$ cat src/rtl/router_pkt_tx.sv
// -----------------------------------------------------------------------------
// router_pkt_tx
// Packet source for one input port of the 1x3 router. A host issues a command
// (destination address, payload length) and then writes the payload bytes into
// a 64x8 buffer. Once the buffer holds the whole payload, the block serialises
// header, payload and parity onto the router input and honours router busy.
//
// Ports
//   clock          in   1  system clock, rising edge
//   reset          in   1  asynchronous, active-high reset
//   start          in   1  command strobe, sampled only in IDLE
//   addr           in   2  destination port 0..2 (3 is illegal)
//   len            in   6  payload length 1..63 (0 is illegal)
//   corrupt_parity in   1  latched with the command, inverts the parity byte
//   cmd_ready      out  1  high in IDLE
//   wr_en          in   1  payload byte write strobe
//   wr_data        in   8  payload byte
//   wr_ready       out  1  high in LOAD
//   busy           in   1  router back-pressure, holds the current byte
//   pkt_data       out  8  registered byte toward router data_in
//   pkt_valid      out  1  registered, high for header and payload bytes
//   tx_done        out  1  one-cycle pulse after the parity byte is accepted
//   cmd_err        out  1  one-cycle pulse after an illegal command
//   tx_active      out  1  high whenever the block is not IDLE
// -----------------------------------------------------------------------------
module router_pkt_tx #(
   parameter int unsigned GAP_CYCLES = 2
) (
   input  logic       clock,
   input  logic       reset,
   input  logic       start,
   input  logic [1:0] addr,
   input  logic [5:0] len,
   input  logic       corrupt_parity,
   output logic       cmd_ready,
   input  logic       wr_en,
   input  logic [7:0] wr_data,
   output logic       wr_ready,
   input  logic       busy,
   output logic [7:0] pkt_data,
   output logic       pkt_valid,
   output logic       tx_done,
   output logic       cmd_err,
   output logic       tx_active
);

   // Gap counter holds GAP_CYCLES-1 at most; keep at least one bit.
   localparam int unsigned GW = (GAP_CYCLES > 1) ? $clog2(GAP_CYCLES) : 1;
   localparam logic [GW-1:0] GAP_LOAD = (GAP_CYCLES > 0) ? GW'(GAP_CYCLES - 1) : {GW{1'b0}};
   localparam logic [GW-1:0] GCNT_ONE = GW'(1);

   typedef enum logic [2:0] {
      S_IDLE    = 3'd0,
      S_LOAD    = 3'd1,
      S_HEADER  = 3'd2,
      S_PAYLOAD = 3'd3,
      S_PARITY  = 3'd4,
      S_GAP     = 3'd5
   } state_t;

   state_t        state_r;
   logic [1:0]    addr_r;
   logic [5:0]    len_r;
   logic          corrupt_r;
   logic [7:0]    parity_r;
   logic [5:0]    wcnt_r;
   logic [5:0]    rcnt_r;
   logic [GW-1:0] gcnt_r;
   logic [7:0]    buf_mem [0:63];

   // Header layout: length in the upper six bits, destination in the lower two.
   function automatic logic [7:0] make_header(input logic [5:0] l, input logic [1:0] a);
      return {l, a};
   endfunction

   // A command is legal when it names a real port and carries at least one byte.
   function automatic logic cmd_legal(input logic [1:0] a, input logic [5:0] l);
      return (a != 2'd3) && (l != 6'd0);
   endfunction

   // Running even-parity accumulator over header and payload bytes.
   function automatic logic [7:0] parity_acc(input logic [7:0] acc, input logic [7:0] b);
      return acc ^ b;
   endfunction

   assign cmd_ready = (state_r == S_IDLE);
   assign wr_ready  = (state_r == S_LOAD);
   assign tx_active = (state_r != S_IDLE);

   // Payload buffer write port; contents need no reset.
   always_ff @(posedge clock) begin
      if ((state_r == S_LOAD) && wr_en) begin
         buf_mem[wcnt_r] <= wr_data;
      end
   end

   // Command, load and transmit sequencer with registered outputs.
   always_ff @(posedge clock or posedge reset) begin
      if (reset) begin
         state_r   <= S_IDLE;
         addr_r    <= 2'd0;
         len_r     <= 6'd0;
         corrupt_r <= 1'b0;
         parity_r  <= 8'd0;
         wcnt_r    <= 6'd0;
         rcnt_r    <= 6'd0;
         gcnt_r    <= {GW{1'b0}};
         pkt_data  <= 8'd0;
         pkt_valid <= 1'b0;
         tx_done   <= 1'b0;
         cmd_err   <= 1'b0;
      end else begin
         tx_done <= 1'b0;
         cmd_err <= 1'b0;
         case (state_r)
            S_IDLE: begin
               if (start) begin
                  if (cmd_legal(addr, len)) begin
                     addr_r    <= addr;
                     len_r     <= len;
                     corrupt_r <= corrupt_parity;
                     parity_r  <= make_header(len, addr);
                     wcnt_r    <= 6'd0;
                     state_r   <= S_LOAD;
                  end else begin
                     cmd_err <= 1'b1;
                  end
               end
            end
            S_LOAD: begin
               if (wr_en) begin
                  parity_r <= parity_acc(parity_r, wr_data);
                  wcnt_r   <= wcnt_r + 6'd1;
                  // Last byte stored: the header goes out on the next cycle.
                  if (wcnt_r == (len_r - 6'd1)) begin
                     pkt_data  <= make_header(len_r, addr_r);
                     pkt_valid <= 1'b1;
                     rcnt_r    <= 6'd0;
                     state_r   <= S_HEADER;
                  end
               end
            end
            S_HEADER: begin
               if (!busy) begin
                  pkt_data <= buf_mem[6'd0];
                  rcnt_r   <= 6'd1;
                  state_r  <= S_PAYLOAD;
               end
            end
            S_PAYLOAD: begin
               if (!busy) begin
                  // rcnt is the index of the next byte to present.
                  if (rcnt_r < len_r) begin
                     pkt_data <= buf_mem[rcnt_r];
                     rcnt_r   <= rcnt_r + 6'd1;
                  end else begin
                     pkt_data  <= parity_r ^ {8{corrupt_r}};
                     pkt_valid <= 1'b0;
                     state_r   <= S_PARITY;
                  end
               end
            end
            S_PARITY: begin
               if (!busy) begin
                  pkt_data <= 8'd0;
                  tx_done  <= 1'b1;
                  if (GAP_CYCLES > 0) begin
                     gcnt_r  <= GAP_LOAD;
                     state_r <= S_GAP;
                  end else begin
                     state_r <= S_IDLE;
                  end
               end
            end
            S_GAP: begin
               if (gcnt_r == {GW{1'b0}}) begin
                  state_r <= S_IDLE;
               end else begin
                  gcnt_r <= gcnt_r - GCNT_ONE;
               end
            end
            default: begin
               state_r   <= S_IDLE;
               pkt_data  <= 8'd0;
               pkt_valid <= 1'b0;
            end
         endcase
      end
   end

endmodule

$ cat config.mk
export PLATFORM = sky130hd
export DESIGN_NAME = router_pkt_tx
export DESIGN_NICKNAME = d
export VERILOG_FILES = /design/src/rtl/router_pkt_tx.sv
export SDC_FILE = /design/constraint.sdc
export NUM_CORES = 1
export LEC_CHECK = 0
export ABC_AREA = 1
export ABC_CLOCK_PERIOD_IN_PS = 2600
export CAP_MARGIN = 20
export CORE_ASPECT_RATIO = 2
export CORE_MARGIN = 3
export CORE_UTILIZATION = 45
export CTS_CLUSTER_DIAMETER = 50
export DETAILED_ROUTE_END_ITERATION = 10
export MAX_ROUTING_LAYER = met4
export PLACE_DENSITY = 0.63
export SLEW_MARGIN = 10
export SYNTH_ARGS = -nofsm -noshare
export SYNTH_HDL_FRONTEND = slang
export SYNTH_SLANG_ARGS = --single-unit
$ cat constraint.sdc
create_clock -name clock -period 2.6 [get_ports clock]
set_clock_uncertainty 0.2 [all_clocks]
set_input_delay 0.52 -clock clock [delete_from_list [all_inputs] [get_ports clock]]
set_output_delay 0.52 -clock clock [all_outputs]
set_load 0.02 [all_outputs]
==> summary.txt <==
GRT
  • Vias in the first global route: approximately 17000
  • Met1 usage: 0.270
  • GRT Residual Overflow: 0
  • Overall routing resource usage: 0.256
  • Met2 GRT Util: 0.470
  • Grt met3 use: 0.0214
  • Largest net degree at the start of global routing: 58
  • Global-route wire length before repair: 102 mm
  • Initial antenna violation count: 0
  • Layer carrying the most global-route usage: met2

Job
  • Max Cap Viol: 0

Clock tree
  • Total CTS buffers: 47
  • CTS Sinks: approximately 560
  • Clk pin slew, worst setup/hold paths: ~0.07 ns
  • CTS tree: yes
  • # H-tree levels: 2
  • CTS root buf: clkbuf_16
  • CTS Buffer Depth: 3
  • Clock Latency Late Sink: 0.59 ns

STA
  • Finish-stage setup viols: 0
  • Measured slew at the worst slew-check pin: 0.672 ns
  • RSZ-0062 raised after global routing: yes
  • Fmax: 0.393 GHz
  • TNS Setup: 0 ns
  • Worst slew margin: 0.551
  • Slew Viols, Final: 0
  • Final hold vios: 0
  • Final min period: 2.54 ns
  • Period utilization: 0.977

Route
  • DRT Wirelength: 71.4 mm
  • Vias per inst: 5.53
  • Iter 0 DRT Violations: around 1500
  • # DRC: 0
  • DR vias: between 15000 and 20000
  • Drt pass-1 iters: 8
  • Antenna-violating nets left: 0
  • WL/cell: 23.7 um

Synthesis
  • Top-count cell post-synth: nand2_1
  • Synthesis-stage register bit count: 556
  • Sequential fraction of the synthesis area: 0.697
  • Synth cell count leaders: 776 x nand2_1, 512 x edfxtp_1, 177 x nand3_1
  • Synth area leaders: edfxtp_1 65%, nand2_1 12%, dfrtp_1 4.7%, nand3_1 3.7%, nor2_1 2.4%
  • Area share of the largest cell type after synthesis: 0.650
  • Mapped Area: 0.0236 sq mm
  • Synthesized instance count: 2161
  • Post-Synthesis Net Count: between 2000 and 2500
  • Top FF cell, synth: edfxtp_1
  • Synth Area per Inst: 10.9 sq um
  • Post-synth EDFFs: roughly 510
  • Ys Warns: 0
  • Post-synth ARST share: 0.0791
  • Distinct cells, synth: 38
  • Biggest area consumer among synthesized cells: edfxtp_1

Die
  • Row count: 118
  • Initial Utilization: 0.456
  • IO Pins: 36
  • Die height: approximately 330 um
  • Die area: between 0.05 and 0.06 sq mm
  • Core area: 0.0518 sq mm
  • Die X: 168 um

Power
  • Pwr dens: 925 mW/mm^2
  • IR Drop Worst-Case VDD: 1.01 mV
  • Combinational power share: 0.320
  • Switching pwr: 9.06 mW
  • Flop pwr share: 0.406
  • Leakage power: about 11 nW
  • Power Total: between 20 and 30 mW
  • Internal Power: 16.6 mW
  • Clock power frac: 0.274
  • Sw Share: 0.353

Layout
  • Register area: about 0.016 sq mm
  • Area occupied by multi-input gates: 0.00635 sq mm
  • Layout cell share with drive strength beyond 1: 0.132
  • Antenna diode count: 0
  • Layout Nets: around 2400
  • P&R area growth vs syn: 17.3%
  • Post-Layout Cell Count: 3015
  • Filler cells: 4410

Worst setup path
  • Worst Setup End Kind: flip-flop
  • CP Buf/Inv Count: 2
  • Crit path from: rcnt_r[0]
  • Reg2Reg Depth: 14
  • Worst path arrival time: 2.88 ns
  • Critical path depth: 14
  • Critical Path RT: 2.94 ns
  • Slowest stage cell, crit path: dfrtp_4
  • Critical R2R Launch: rcnt_r[0]
  • Worst Setup Path Type: reg2reg
  • Cell mode on critical path: nand2_1
  • Maximum fanout along the worst path: 24
  • CP delay by family, top: simple AND/OR/NAND/NOR gates
  • Critical path launch point type: flip-flop
  • CP max stage delay: 0.52 ns
  • CP Cell Sequence: buf_12, buf_12, o21ai_0, o22ai_1, nand2_1, nand2_1, nand2_1, nand2_1, nand2_1, nand2_1, nand3_1, nand2_1, nand2_1, nand2_1

Min path
  • Tightest Hold Check Type: in2async

Status
  • Status: complete, no violations

Placement
  • IO Port Bufs: 35
  • Placed cells: 2919
  • DP HPWL: around 48 mm
  • Routability Congestion: 0.933
final cells by class:
class                           count  share of cell area
Multi-Input combinational cell   1417               0.229
Tap cell                          660              0.0298
Sequential cell                   556               0.594
Clock inverter                     34              0.0122
Inverter                           80              0.0114
Timing Repair Buffer              218              0.0806
Clock buffer                       50              0.0428
worst paths after layout:
kind | endpoint | slack, ns
setup / recovery | pkt_data[1] | 0.06
hold / removal | parity_r[6] | 0.08
max in group asynchronous | rcnt_r[1] | 1.85
min in group clock | buf_mem[56][4] | 0.13
setup reg to reg | pkt_data[1] | 0.06
hold reg to reg | pkt_valid | 0.28
logic make-up after synthesis:
family          synth area share
flops                      0.697
compound gates            0.0555
fa+ha+maj                0.00423
buf+inv                   0.0371
simple gates               0.197
xor+xnor                 0.00926
registers in the layout, indices dropped and copies added, names as in the netlist, 2 cells and up:
register	flops
state_r	3
buf_mem	512
rcnt_r	6
parity_r	8
len_r	6
addr_r	2
wcnt_r	6
pkt_data	8
power groups by stage:
stage	Sequential [mW]	Combinational (mW)	Clock [mW]
2_1_floorplan	10.5	4.65	0
3_3_place_gp	10.6	7.50	0
3_5_place_dp	10.6	7.59	0
4_1_cts	10.4	7.60	7.15
5_1_grt	10.5	8.90	7.47
6_report	10.4	8.20	7.04
metal layers:
layer,vias to the layer above,part of all wire
met4,0,0.066
met2,653,0.54
met5,-,0
li1,7700,-
met3,223,0.051
met1,8088,0.34
what timing repair did:
action,in CTS,in global routing
setup buffers,0,4
endpoints found under the setup margin,4,11
hold buffers,1,0
resized for setup,7,35
cloned,0,7
pin swaps,0,7
endpoints found under the hold margin,2,0
worst register-to-register path: stages (launching register included):
cell and delay [ns]:
dfrtp_4 0.52, buf_12 0.23, buf_12 0.20, o21ai_0 0.11, o22ai_1 0.21, nand2_1 0.09, nand2_1 0.17, nand2_1 0.10
nand2_1 0.14, nand2_1 0.08, nand2_1 0.06, nand3_1 0.09, nand2_1 0.16, nand2_1 0.09, nand2_1 0.06
cell usage in the layout (no fill, tap or decap), drive strengths merged, types with 17 or more instances in the layout:
master         instances
a21oi                113
buf                  183
clkbuf                58
clkdlybuf4s50         24
clkinv                20
dfrtp                 44
edfxtp               512
inv                   81
nand2                780
nand3                180
nor2                 157
nor3                  17
o21ai                 79
o22ai                 18
xnor2                 19
metrics by stage:
step | utilization | area (sq um) | hold slack [ns] | worst slack (ns)
global placement | 0.499 | 25900 | 0.264 | -0.0937
global route | 0.535 | 27700 | 0.119 | -0.0288
finish | 0.535 | 27700 | 0.0766 | 0.0586
CTS | 0.529 | 27400 | 0.0796 | 0.00359
detailed placement | 0.499 | 25900 | 0.268 | -0.0824
floorplan | - | 23600 | 0.249 | 0.133
No activity file was read; power rests on OpenSTA's default activity.
==> edit 1 (config.mk and constraints unchanged) <==
Change the parameter `GAP_CYCLES` from 2 to 4.
--- a/src/rtl/router_pkt_tx.sv
+++ b/src/rtl/router_pkt_tx.sv
@@ -24,7 +24,7 @@
 //   tx_active      out  1  high whenever the block is not IDLE
 // -----------------------------------------------------------------------------
 module router_pkt_tx #(
-   parameter int unsigned GAP_CYCLES = 2
+   parameter int unsigned GAP_CYCLES = 4
 ) (
    input  logic       clock,
    input  logic       reset,
Function: changed (Yosys sat finds a counterexample within 10 cycles, from zero or initial values and one cycle with reset high).
==> edit 1 against the unedited design <==
  * Critical path depth did not move
  * Maximum frequency fell by 1.1%
  * Power rose by 4.0%
  * Area after synthesis rose by 0.59%
  * Design area fell by 1.2%
  * Sequential share of layout area rose by 0.80 points
  * Wire length fell by 2.3%
  * Largest power group unchanged
  * Worst setup slack got worse by 0.029 ns
  * Sequential cell count rose by 1
  * Sequential power barely moved
  * Synthesized cell count fell by 0.28%
==> edit 1: results (changes against the unedited design) <==
* Filler instances at 4583 (was 4410)
* Avg Inst Size Synth at 11.0 µm² (was 10.9 µm²)
* Cell Area, Placed at 25800 µm² (was 25900 µm²)
* Peak supply drop at 0.000785 V (was 0.00101 V)
* Synth Net Count at 2186 (was 2191)
* Max incr delay on CP at 0.54 ns (was 0.52 ns)
* Post-CTS resize count at 9 (was 7)
* Layout cells sized above 1 at 12.3% (was 13.2%)
* Worst Path Max Fanout at 33 (was 24)
* Total CTS buffers at 48 (was 47)
* Placed Cells at 2891 (was 2919)
* First-pass GRT wire length at 103 mm (was 102 mm)
* Post-synthesis sequential area ratio at 69.4% (was 69.7%)
* Routed wire length at 69.7 mm (was 71.4 mm)
* Synth Area in Compound Gates at 2.06% (was 5.55%)
* RD Place Congestion at 0.925 (was 0.933)
* Final non-clock buffer share at 6.92% (was 8.06%)
* #FFs+latches synth at 557 (was 556)
* Layout clock buffers at 58 (was 50)
* Vias in the first global route at 16700 (was 16500)
* Pre-CTS setup slack at -0.0481 ns (was -0.0824 ns)
* WP data arrival at 2.84 ns (was 2.88 ns)
* Routed vias at 16600 (was 16700)
* Final net count at 2314 (was 2350)
* Via density at 5.59 (was 5.53)
* Synth area leaders: edfxtp_1, nand2_1, nand3_1 (was edfxtp_1, nand2_1, dfrtp_1)
* Seq/total area at 60.2% (was 59.4%)
* Slew headroom at 57.9% (was 55.1%)
* Initial DRC Count at 1323 (was 1455)
* Die X at 169 µm (was 168 µm)
* Pre-Repair DR Iteration Count at 5 (was 8)
* Switching pwr at 0.00979 W (was 0.00906 W)
* Comb power frac at 34.5% (was 32.0%)
* Non-clock buffers at 196 (was 218)
* Non-clk invs at 57 (was 80)
* Xor and xnor area share after synthesis at 0.884% (was 0.926%)
* Status: complete, no violations (unchanged)
* GRT Total Usage at 25.8% (was 25.6%)
* Multi-In Gates at 1423 (was 1417)
* Adder-cell area share of the yosys netlist at 0.474% (was 0.423%)
* DP HPWL at 48.7 mm (was 47.6 mm)
==> edit 1: per-stage QoR <==
step / util [%] / TNS (ns) / power [W]
floorplan: - / 0 / 0.0162
global placement: 49.7 / -2.13 / 0.0196
detailed placement: 49.7 / -0.753 / 0.0197
CTS: 52.6 / 0 / 0.0268
global route: 52.7 / -0.0139 / 0.0280
finish: 52.7 / 0 / 0.0267
==> edit 1: worst paths after layout <==
check	end	slack, ns	depth (start not counted)
min reg2reg	pkt_data[6]	0.27	2
max	pkt_data[7]	0.03	14
min	buf_mem[6][4]	0.11	1
min in group asynchronous	pkt_data[1]	0.52	3
max in group asynchronous	gcnt_r[1]	1.19	4
max reg2reg	pkt_data[7]	0.03	14
==> edit 1: per-layer routing <==
layer,track usage (%),up-vias,part of all wire [%]
met5,-,-,0
met4,16.7,0,7.7
met3,2.44,218,4.5
met2,47.0,590,54
met1,26.3,8132,34
li1,-,7702,-
==> edit 2 (config.mk and constraints unchanged) <==
Without the edit above. Encoding of `state_t`: now one-hot (6 bits for 6 states).
--- a/src/rtl/router_pkt_tx.sv
+++ b/src/rtl/router_pkt_tx.sv
@@ -49,13 +49,13 @@
    localparam logic [GW-1:0] GAP_LOAD = (GAP_CYCLES > 0) ? GW'(GAP_CYCLES - 1) : {GW{1'b0}};
    localparam logic [GW-1:0] GCNT_ONE = GW'(1);
 
-   typedef enum logic [2:0] {
-      S_IDLE    = 3'd0,
-      S_LOAD    = 3'd1,
-      S_HEADER  = 3'd2,
-      S_PAYLOAD = 3'd3,
-      S_PARITY  = 3'd4,
-      S_GAP     = 3'd5
+   typedef enum logic [5:0] {
+      S_IDLE    = 6'b000001,
+      S_LOAD    = 6'b000010,
+      S_HEADER  = 6'b000100,
+      S_PAYLOAD = 6'b001000,
+      S_PARITY  = 6'b010000,
+      S_GAP     = 6'b100000
    } state_t;
 
    state_t        state_r;
Formal check against the unedited RTL: same outputs for any inputs over 4 cycles, from zero or initial values and one cycle with reset high; so few cycles prove little.
==> edit 2 against the unedited design <==
  * The flow now finishes with violations (negative setup slack)
  * Maximum frequency shrank 2.3%
  * Wire length decreased by 2.5%
  * Sequential cell count is 3 higher
  * Design area increased by 0.83%
  * Combinational power shrank 12%
  * Power down 4.8%
  * Synthesized cell count is 2.5% higher
  * Area after synthesis is 1.5% higher
  * Cell count increased by 1.8%
  * Worst setup slack got worse by 0.059 ns
  * Highest routed layer unchanged
==> edit 2: results (changes against the unedited design) <==
* Status: finished, violations left (was complete, no violations)
* Failing checks: negative setup slack
* Avg WL per Cell at 22.7 µm (was 23.7 µm)
* Placed Cells at 2981 (was 2919)
* Filler instances at 4557 (was 4410)
* Cells after Synth at 2216 (was 2161)
* P_int at 0.0164 W (was 0.0166 W)
* Initial DRC Count at 1281 (was 1455)
* DP HPWL at 47.2 mm (was 47.6 mm)
* Total CTS buffers at 45 (was 47)
* Post-synthesis sequential area ratio at 69.0% (was 69.7%)
* Max incr delay on CP at 0.49 ns (was 0.52 ns)
* Final worst slack at -0.000930 ns (was 0.0586 ns)
* Initial antenna violation count at 1 (was 0)
* Largest net degree at the start of global routing at 71 (was 58)
* RD Place Congestion at 0.925 (was 0.933)
* GRT Total Usage at 25.3% (was 25.6%)
* Final net count at 2400 (was 2350)
* Routed vias at 17000 (was 16700)
* Slew headroom at 43.7% (was 55.1%)
* Pre-Repair DR Iteration Count at 7 (was 8)
* Layout cells sized above 1 at 13.3% (was 13.2%)
* Leakage at 10.7 nW (was 10.6 nW)
* Final setup fails at 1 (was 0)
* Synth cell count leaders: edfxtp_1, nand2_1, nor2_1 (was nand2_1, edfxtp_1, nand3_1)
* Synth area leaders: edfxtp_1, nand2_1, nor2_1 (was edfxtp_1, nand2_1, dfrtp_1)
* Worst Path Max Fanout at 21 (was 24)
==> edit 2: cell families (layout without fill, tap and decap cells) <==
family | Yosys count | in the layout | share of synthesized area, %
other | 0 | 1 | 0
AND/OR/NAND/NOR | 1084 | 1084 | 18.4
flip-flops | 559 | 559 | 69.0
XOR/XNOR | 18 | 18 | 0.657
buffers and inverters | 266 | 452 | 5.04
adder cells (fa/ha/maj) | 8 | 8 | 0.417
multiplexers | 1 | 1 | 0.0469
AO/OA/AOI/OAI | 280 | 280 | 6.42
==> edit 2: repair_timing <==
action | in CTS | in global routing
resized for setup | 20 | 61
setup buffers | 0 | 4
pin swaps | 3 | 7
gates cloned | 1 | 2
setup endpoints to repair | 21 | 380
==> edit 2: cell type report <==
class,count,area share [%]
well taps,665,2.98
clock buffers,55,4.16
clock inverters,24,1.02
repair buffers,221,7.70
diodes,1,0.00895
flip-flops and latches,559,59.2
multi-input cells,1391,22.8
inverters,152,2.10
==> edit 2: power groups by stage <==
stage	Combinational (W)	Sequential, W	Clock, W
CTS	0.00679	0.0104	0.00700
floorplan	0.00440	0.0105	0
global placement	0.00658	0.0106	0
finish	0.00720	0.0103	0.00689
global route	0.00787	0.0104	0.00734
detailed placement	0.00665	0.0106	0
==> edit 2: through the flow <==
stage	power (W)	setup slack, ns	utilization [%]	hold slack (ns)	instance area [µm²]
floorplan	0.0149	0.239	-	0.249	24000
global placement	0.0171	-0.175	49.7	0.263	26200
detailed placement	0.0172	-0.223	49.7	0.271	26200
CTS	0.0242	-0.0143	52.6	0.0319	27700
global route	0.0256	-0.0899	53.1	0.0720	28000
finish	0.0244	-0.000930	53.1	0.0406	28000
==> edit 2: worst max-delay path, delay by kind of cell, from the launching register on <==
family | cells | cell delay, ns
AOI/OAI and AO/OA | 3 | 0.49
buffers and inverters | 4 | 0.70
DFF | 1 | 0.49
and+or+nand+nor | 7 | 0.59
==> edit 2: path summary, 6_finish.rpt <==
kind / slack, ns / end / depth (start not counted) / from
max: -0.0009 / pkt_data[6] / 14 / rcnt_r[0]
min: 0.04 / cmd_err / 2 / reset
max reg2reg: -0.0009 / pkt_data[6] / 14 / rcnt_r[0]
min reg2reg: 0.29 / pkt_data[1] / 2 / pkt_data[1]
max in group asynchronous: 1.59 / state_r[0] / 3 / reset
min in group clock: 0.19 / buf_mem[1][4] / 1 / wr_data[4]
==> edit 2: routing by layer <==
metal	global-route usage, %	vias to the layer above	share of wire (%)	wire length (µm)
met5	-	-	0	0
met4	14.0	0	6.6	4580
met3	2.34	199	4.5	3140
met2	46.2	627	55	38100
met1	26.3	8271	34	23800
li1	-	7867	-	-
